<file path="src/rtl/subneg_loader.sv">
// ---------------------------------------------------------------------------
// subneg_loader
//   Host-side program loader for the SUBNEG core. It parses a framed byte
//   stream and writes instruction words into mem_rom or operands into
//   mem_data. The core is held in reset while a load is in progress and is
//   released by a RUN command.
//
//   Frame format : CMD, ADDR, LEN, LEN data bytes, CHK  (LEN = 0 -> 256)
//   Commands     : 0x01 LOAD_ROM, 0x02 LOAD_DATA, 0x03 RUN, 0x04 HALT,
//                  0x05 CLRERR; any other byte in IDLE sets err.
//
// Ports
//   clk        in   1      system clock, rising edge
//   rst        in   1      synchronous, active-high reset
//   in_data    in   WIDTH  stream byte
//   in_valid   in   1      in_data valid
//   in_ready   out  1      byte accepted when in_valid && in_ready
//   mem_wr_en  out  1      one-cycle write strobe
//   mem_sel    out  1      0 = mem_rom, 1 = mem_data
//   mem_addr   out  WIDTH  write address
//   mem_wdata  out  WIDTH  write data
//   cpu_rst    out  1      core reset (1 = held)
//   busy       out  1      load frame in progress
//   err        out  1      sticky checksum / unknown-command flag
// ---------------------------------------------------------------------------
module subneg_loader #(
    parameter int WIDTH = 8
) (
    input  logic             clk,
    input  logic             rst,
    input  logic [WIDTH-1:0] in_data,
    input  logic             in_valid,
    output logic             in_ready,
    output logic             mem_wr_en,
    output logic             mem_sel,
    output logic [WIDTH-1:0] mem_addr,
    output logic [WIDTH-1:0] mem_wdata,
    output logic             cpu_rst,
    output logic             busy,
    output logic             err
);

    typedef enum logic [2:0] {
        S_IDLE,
        S_ADDR,
        S_LEN,
        S_DATA,
        S_CHK
    } state_t;

    localparam logic [WIDTH-1:0] CMD_LOAD_ROM  = WIDTH'(1);
    localparam logic [WIDTH-1:0] CMD_LOAD_DATA = WIDTH'(2);
    localparam logic [WIDTH-1:0] CMD_RUN       = WIDTH'(3);
    localparam logic [WIDTH-1:0] CMD_HALT      = WIDTH'(4);
    localparam logic [WIDTH-1:0] CMD_CLRERR    = WIDTH'(5);

    state_t           state_q, state_d;
    logic [WIDTH-1:0] addr_q, addr_d;
    // One extra bit so that a LEN byte of zero can stand for 2^WIDTH words.
    logic [WIDTH:0]   cnt_q, cnt_d;
    logic [WIDTH-1:0] sum_q, sum_d;
    logic             in_ready_q;
    logic             mem_wr_en_q, mem_wr_en_d;
    logic             mem_sel_q, mem_sel_d;
    logic [WIDTH-1:0] mem_addr_q, mem_addr_d;
    logic [WIDTH-1:0] mem_wdata_q, mem_wdata_d;
    logic             cpu_rst_q, cpu_rst_d;
    logic             busy_q, busy_d;
    logic             err_q, err_d;
    logic [WIDTH-1:0] chk_sum;
    logic             accept;

    assign accept = in_valid && in_ready_q;

    // NOTE: every variable gets a default before the case statement so that
    // no path leaves one unassigned; otherwise a latch would be inferred.
    always_comb begin
        state_d     = state_q;
        addr_d      = addr_q;
        cnt_d       = cnt_q;
        sum_d       = sum_q;
        mem_wr_en_d = 1'b0;
        mem_sel_d   = mem_sel_q;
        mem_addr_d  = mem_addr_q;
        mem_wdata_d = mem_wdata_q;
        cpu_rst_d   = cpu_rst_q;
        err_d       = err_q;
        chk_sum     = sum_q + in_data;

        if (accept) begin
            case (state_q)
                S_IDLE: begin
                    case (in_data)
                        CMD_LOAD_ROM, CMD_LOAD_DATA: begin
                            mem_sel_d = in_data[1];
                            cpu_rst_d = 1'b1;
                            state_d   = S_ADDR;
                        end
                        CMD_RUN:    cpu_rst_d = 1'b0;
                        CMD_HALT:   cpu_rst_d = 1'b1;
                        CMD_CLRERR: err_d     = 1'b0;
                        default:    err_d     = 1'b1;
                    endcase
                end
                S_ADDR: begin
                    addr_d  = in_data;
                    sum_d   = in_data;
                    state_d = S_LEN;
                end
                S_LEN: begin
                    cnt_d   = (in_data == '0) ? {1'b1, {WIDTH{1'b0}}} : {1'b0, in_data};
                    sum_d   = sum_q + in_data;
                    state_d = S_DATA;
                end
                S_DATA: begin
                    mem_wr_en_d = 1'b1;
                    mem_addr_d  = addr_q;
                    mem_wdata_d = in_data;
                    addr_d      = addr_q + WIDTH'(1);  // wraps modulo 2^WIDTH
                    sum_d       = sum_q + in_data;
                    cnt_d       = cnt_q - (WIDTH+1)'(1);
                    if (cnt_q == (WIDTH+1)'(1)) begin
                        state_d = S_CHK;
                    end
                end
                S_CHK: begin
                    if (chk_sum != '0) begin
                        err_d = 1'b1;
                    end
                    state_d = S_IDLE;
                end
                default: state_d = S_IDLE;
            endcase
        end

        busy_d = (state_d != S_IDLE);
    end

    // NOTE: sequential state uses non-blocking assignments so every register
    // samples the pre-edge values regardless of statement order.
    always_ff @(posedge clk) begin
        if (rst) begin
            state_q     <= S_IDLE;
            addr_q      <= '0;
            cnt_q       <= '0;
            sum_q       <= '0;
            in_ready_q  <= 1'b0;
            mem_wr_en_q <= 1'b0;
            mem_sel_q   <= 1'b0;
            mem_addr_q  <= '0;
            mem_wdata_q <= '0;
            cpu_rst_q   <= 1'b1;
            busy_q      <= 1'b0;
            err_q       <= 1'b0;
        end else begin
            state_q     <= state_d;
            addr_q      <= addr_d;
            cnt_q       <= cnt_d;
            sum_q       <= sum_d;
            in_ready_q  <= 1'b1;
            mem_wr_en_q <= mem_wr_en_d;
            mem_sel_q   <= mem_sel_d;
            mem_addr_q  <= mem_addr_d;
            mem_wdata_q <= mem_wdata_d;
            cpu_rst_q   <= cpu_rst_d;
            busy_q      <= busy_d;
            err_q       <= err_d;
        end
    end

    assign in_ready  = in_ready_q;
    assign mem_wr_en = mem_wr_en_q;
    assign mem_sel   = mem_sel_q;
    assign mem_addr  = mem_addr_q;
    assign mem_wdata = mem_wdata_q;
    assign cpu_rst   = cpu_rst_q;
    assign busy      = busy_q;
    assign err       = err_q;

endmodule

</file>
<file path="config.mk">
export PLATFORM = sky130hd
export DESIGN_NAME = subneg_loader
export DESIGN_NICKNAME = d
export VERILOG_FILES = /design/src/rtl/subneg_loader.sv
export SDC_FILE = /design/constraint.sdc
export NUM_CORES = 1
export LEC_CHECK = 0
export BUFFER_PORTS_ARGS = -buffer_cell sky130_fd_sc_hd__buf_2
export CORE_ASPECT_RATIO = 0.6
export CORE_UTILIZATION = 45
export CTS_CLUSTER_DIAMETER = 50
export CTS_CLUSTER_SIZE = 40
export DETAILED_ROUTE_END_ITERATION = 8
export PLACE_DENSITY_LB_ADDON = 0.3
export SETUP_SLACK_MARGIN = 0.15
export SYNTH_ARGS = -nofsm -noshare
export SYNTH_HDL_FRONTEND = slang
export SYNTH_SLANG_ARGS = --single-unit
</file>
<file path="constraint.sdc">
create_clock -name clk -period 4.9 [get_ports clk]
set_input_delay 0.245 -clock clk [delete_from_list [all_inputs] [get_ports clk]]
set_output_delay 0.245 -clock clk [all_outputs]
set_load 0.005 [all_outputs]
</file>
==> impl_metrics.yaml <==
synth:
  synth-warning-count: 0
  syn_inst: 367
  yosysSeqAreaShare_pct: 36.2
  synth-edff-count: 0
  async_reset_ff_share_pct: 0
  synth-main-ff-cell: "dfxtp_1"
  synthesis.area_sq_um: 2770
  syn_avg_cell_area_sq_um: 7.53
  synth_cell_type_count: 54
  synth-seq-cells: 50
  synthesis.nets: 389
worst_setup_path:
  crit_path_start_kind: "flip-flop"
  slowest_delay_ns: 1.14
  regToRegStartpoint: "state_q[0]$_SDFF_PP0_"
  worstPathMaxFanout: 26
  r2r_setup_slack_ns: 2.10
  cp.arrival_ns: 3.03
  end_kind: "flip-flop"
  critPathSlowestCell: "nor2_1"
  crit_chain: "nand3b_1, nor2_1, nand2_1, a21oi_1"
  required_ns: 5.14
  rr_worst_depth: 4
  crit_type: "flip-flop to flip-flop"
  reg2reg_to: "mem_wdata[3]$_SDFFE_PP0P_"
power_and_ir_drop:
  power_switching_mw: 0.198
  switching_share_pct: 24.7
  p_per_area_nw_per_um2: 263
  internal_power_mw: 0.604
  p_leak_nw: 1.15
  power_frac_comb_pct: 10.1
  total_power_mw: 0.802
  power_frac_seq_pct: 52.2
  ir_drop_mv: 0.122
  power_frac_clock_pct: 37.7
global_routing:
  grt_pass1_vias: 2374
  antenna_found_initial: 0
  grt_max_degree: 43
  grt_pass1_wl_um: 12200
  gr-total-overflow: 0
  grt_use_total_pct: 24.5
finish:
  area_growth_pct: 10.5
  drive_gt1_share_pct: 11.9
  finalCoreUtilization_pct: 53.1
  design_area_sq_um: 3060
  final_common_cell: "nand2_1"
  final_cell_mix: "nand2_1 (63), a21oi_1 (53), dfxtp_1 (50), buf_2 (32), o21ai_0 (30)"
  final_nets: 408
  antenna_cells: 0
clocking:
  cts_root_buffer: "clkbuf_8"
  cts_tree: "done"
  path_clk_slew_ns: 0.10
  cts_resized: 0
  cts_buffers: 5
  cts_buffer_depth: 2
  cts_hold_buffers: 0
  cts_htree_levels: 2
  clock_sinks: 50
  insertion_delay_ns: 0.32
  postCtsSetupRepairBufs: 0
floorplanning:
  dieArea_sq_um: 6470
  initial_core_util_pct: 48.1
  die_y_um: 62.7
  core.rowCount: 21
  io_pins: 33
  die_w_um: 103
  core-area_sq_um: 5750
timing:
  rsz0062_at_grt: "false"
  fin_crit_ns: 2.80
  finalSetupTns_ns: 0
  worst_pin_slew_ns: 1.17
  hold_violations: 0
  slew_headroom_pct: 21.4
  drv_slew: 0
  fmax_ghz: 0.357
  fin_crit_sh_pct: 57.1
  finClkSkew_ns: 0.0131
  setup_violations: 0
  holdWs_ns: 0.227
min_path:
  holdCritPathClass: "input port to flip-flop"
  min_to: "mem_wdata[6]$_SDFFE_PP0P_"
  min_from: "in_data[6]"
  hold-path-cell-count: 3
placed_design:
  place_hpwl_um: 5070
  port-buffer-count: 32
  placed_area_sq_um: 2940
  place.gp.congestion: 0.906
routing:
  vias_per_cell: 5.93
  routed_wl_um: 7250
  drtPass1Iterations: 4
  drc_errors: 0
  wl_per_cell_um: 15.6
  vias: 2764
  drtIter0Drc: 218
  postRouteAntennaNets: 0
flow_run:
  max-cap-violations: 0
status:
  status: "finished, final reports clean"
-- registers in the layout, indices dropped and copies added, names as in the netlist, 3 cells and up --
register,cells
sum_q,8
addr_q,8
mem_addr,8
cnt_q,9
mem_wdata,8
state_q,3
-- per-layer routing --
metal / wire [um] / GRT usage [%] / vias up
li1: - / - / 1356
met1: 3790 / 39.0 / 1297
met3: 476 / 4.70 / 8
met4: 79 / 7.04 / 0
met5: 0 / 0 / -
met2: 2900 / 32.4 / 103
-- worst max-delay path by stage --
stage / start / to / depth (start not counted)
6_report: state_q[0]$_SDFF_PP0_ / mem_wdata[3]$_SDFFE_PP0P_ / 4
5_1_grt: state_q[0]$_SDFF_PP0_ / mem_wdata[6]$_SDFFE_PP0P_ / 4
4_1_cts: state_q[0]$_SDFF_PP0_ / mem_wdata[3]$_SDFFE_PP0P_ / 4
3_5_place_dp: state_q[0]$_SDFF_PP0_ / mem_addr[2]$_SDFFE_PP0P_ / 4
3_3_place_gp: state_q[0]$_SDFF_PP0_ / state_q[2]$_SDFF_PP0_ / 4
2_1_floorplan: sum_q[1]$_SDFFE_PP0P_ / sum_q[7]$_SDFFE_PP0P_ / 6
-- power groups by stage --
stage / clock [mW] / sequential, mW / combinational, mW
after detailed placement: 0 / 0.428 / 0.0791
after CTS: 0.309 / 0.418 / 0.0795
after global routing: 0.325 / 0.420 / 0.0895
after floorplan: 0 / 0.425 / 0.0574
final: 0.303 / 0.419 / 0.0808
after global placement: 0 / 0.427 / 0.0786
-- worst max-delay path, delay by kind of cell, from the launching register on --
family | cells | cell delay (ns)
AND/OR/NAND/NOR | 3 | 1.94
flip-flops | 1 | 0.57
AO/OA/AOI/OAI | 1 | 0.19
-- final cells by class --
cell class                      instances  area, sq um
Clock buffer                            6         82.6
Clock inverter                          1         30.0
Fill cell                             565         2700
Inverter                               10         37.5
Multi-Input combinational cell        287         1640
Sequential cell                        50         1000
Tap cell                               80          100
Timing Repair Buffer                   32          160
-- synth_stat cells (all sizes together), types with 3 or more instances --
cell     n  share of area [%]
a211oi   5                1.4
a21o     3               0.81
a21oi   53                9.6
a22oi    3               0.81
a31oi    3               0.68
and2     3               0.72
and3     5                1.1
and3b    3               0.95
buf      6                1.1
clkbuf  14                1.9
dfxtp   50                 36
ha      10                4.5
inv      9                1.2
nand2   63                8.6
nand2b   4               0.90
nand3    8                1.4
nand3b   4                1.1
nand4    3               0.68
nor2    29                3.9
nor2b    5                1.1
nor3    10                2.0
nor4     5                1.7
o21ai   30                5.4
o31ai    3                1.0
o41ai    3               0.95
or3      4               0.90
-- stage by stage --
stage / std cells / setup slack, ns
3_3_place_gp: 459 / 2.35
4_1_cts: 466 / 2.11
5_1_grt: 466 / 1.79
6_report: 466 / 2.10
3_5_place_dp: 459 / 2.17
2_1_floorplan: 367 / 3.05
-- cell families after synthesis --
| family | Yosys count | share of synthesized area, % |
|---|---|---|
| simple gates | 153 | 27.2 |
| compound gates | 119 | 25.7 |
| flops | 50 | 36.2 |
| buf+inv | 30 | 4.34 |
| fa+ha+maj | 11 | 5.25 |
| xor+xnor | 3 | 0.950 |
| mux | 1 | 0.362 |
Power figures use the tool's default switching activity.
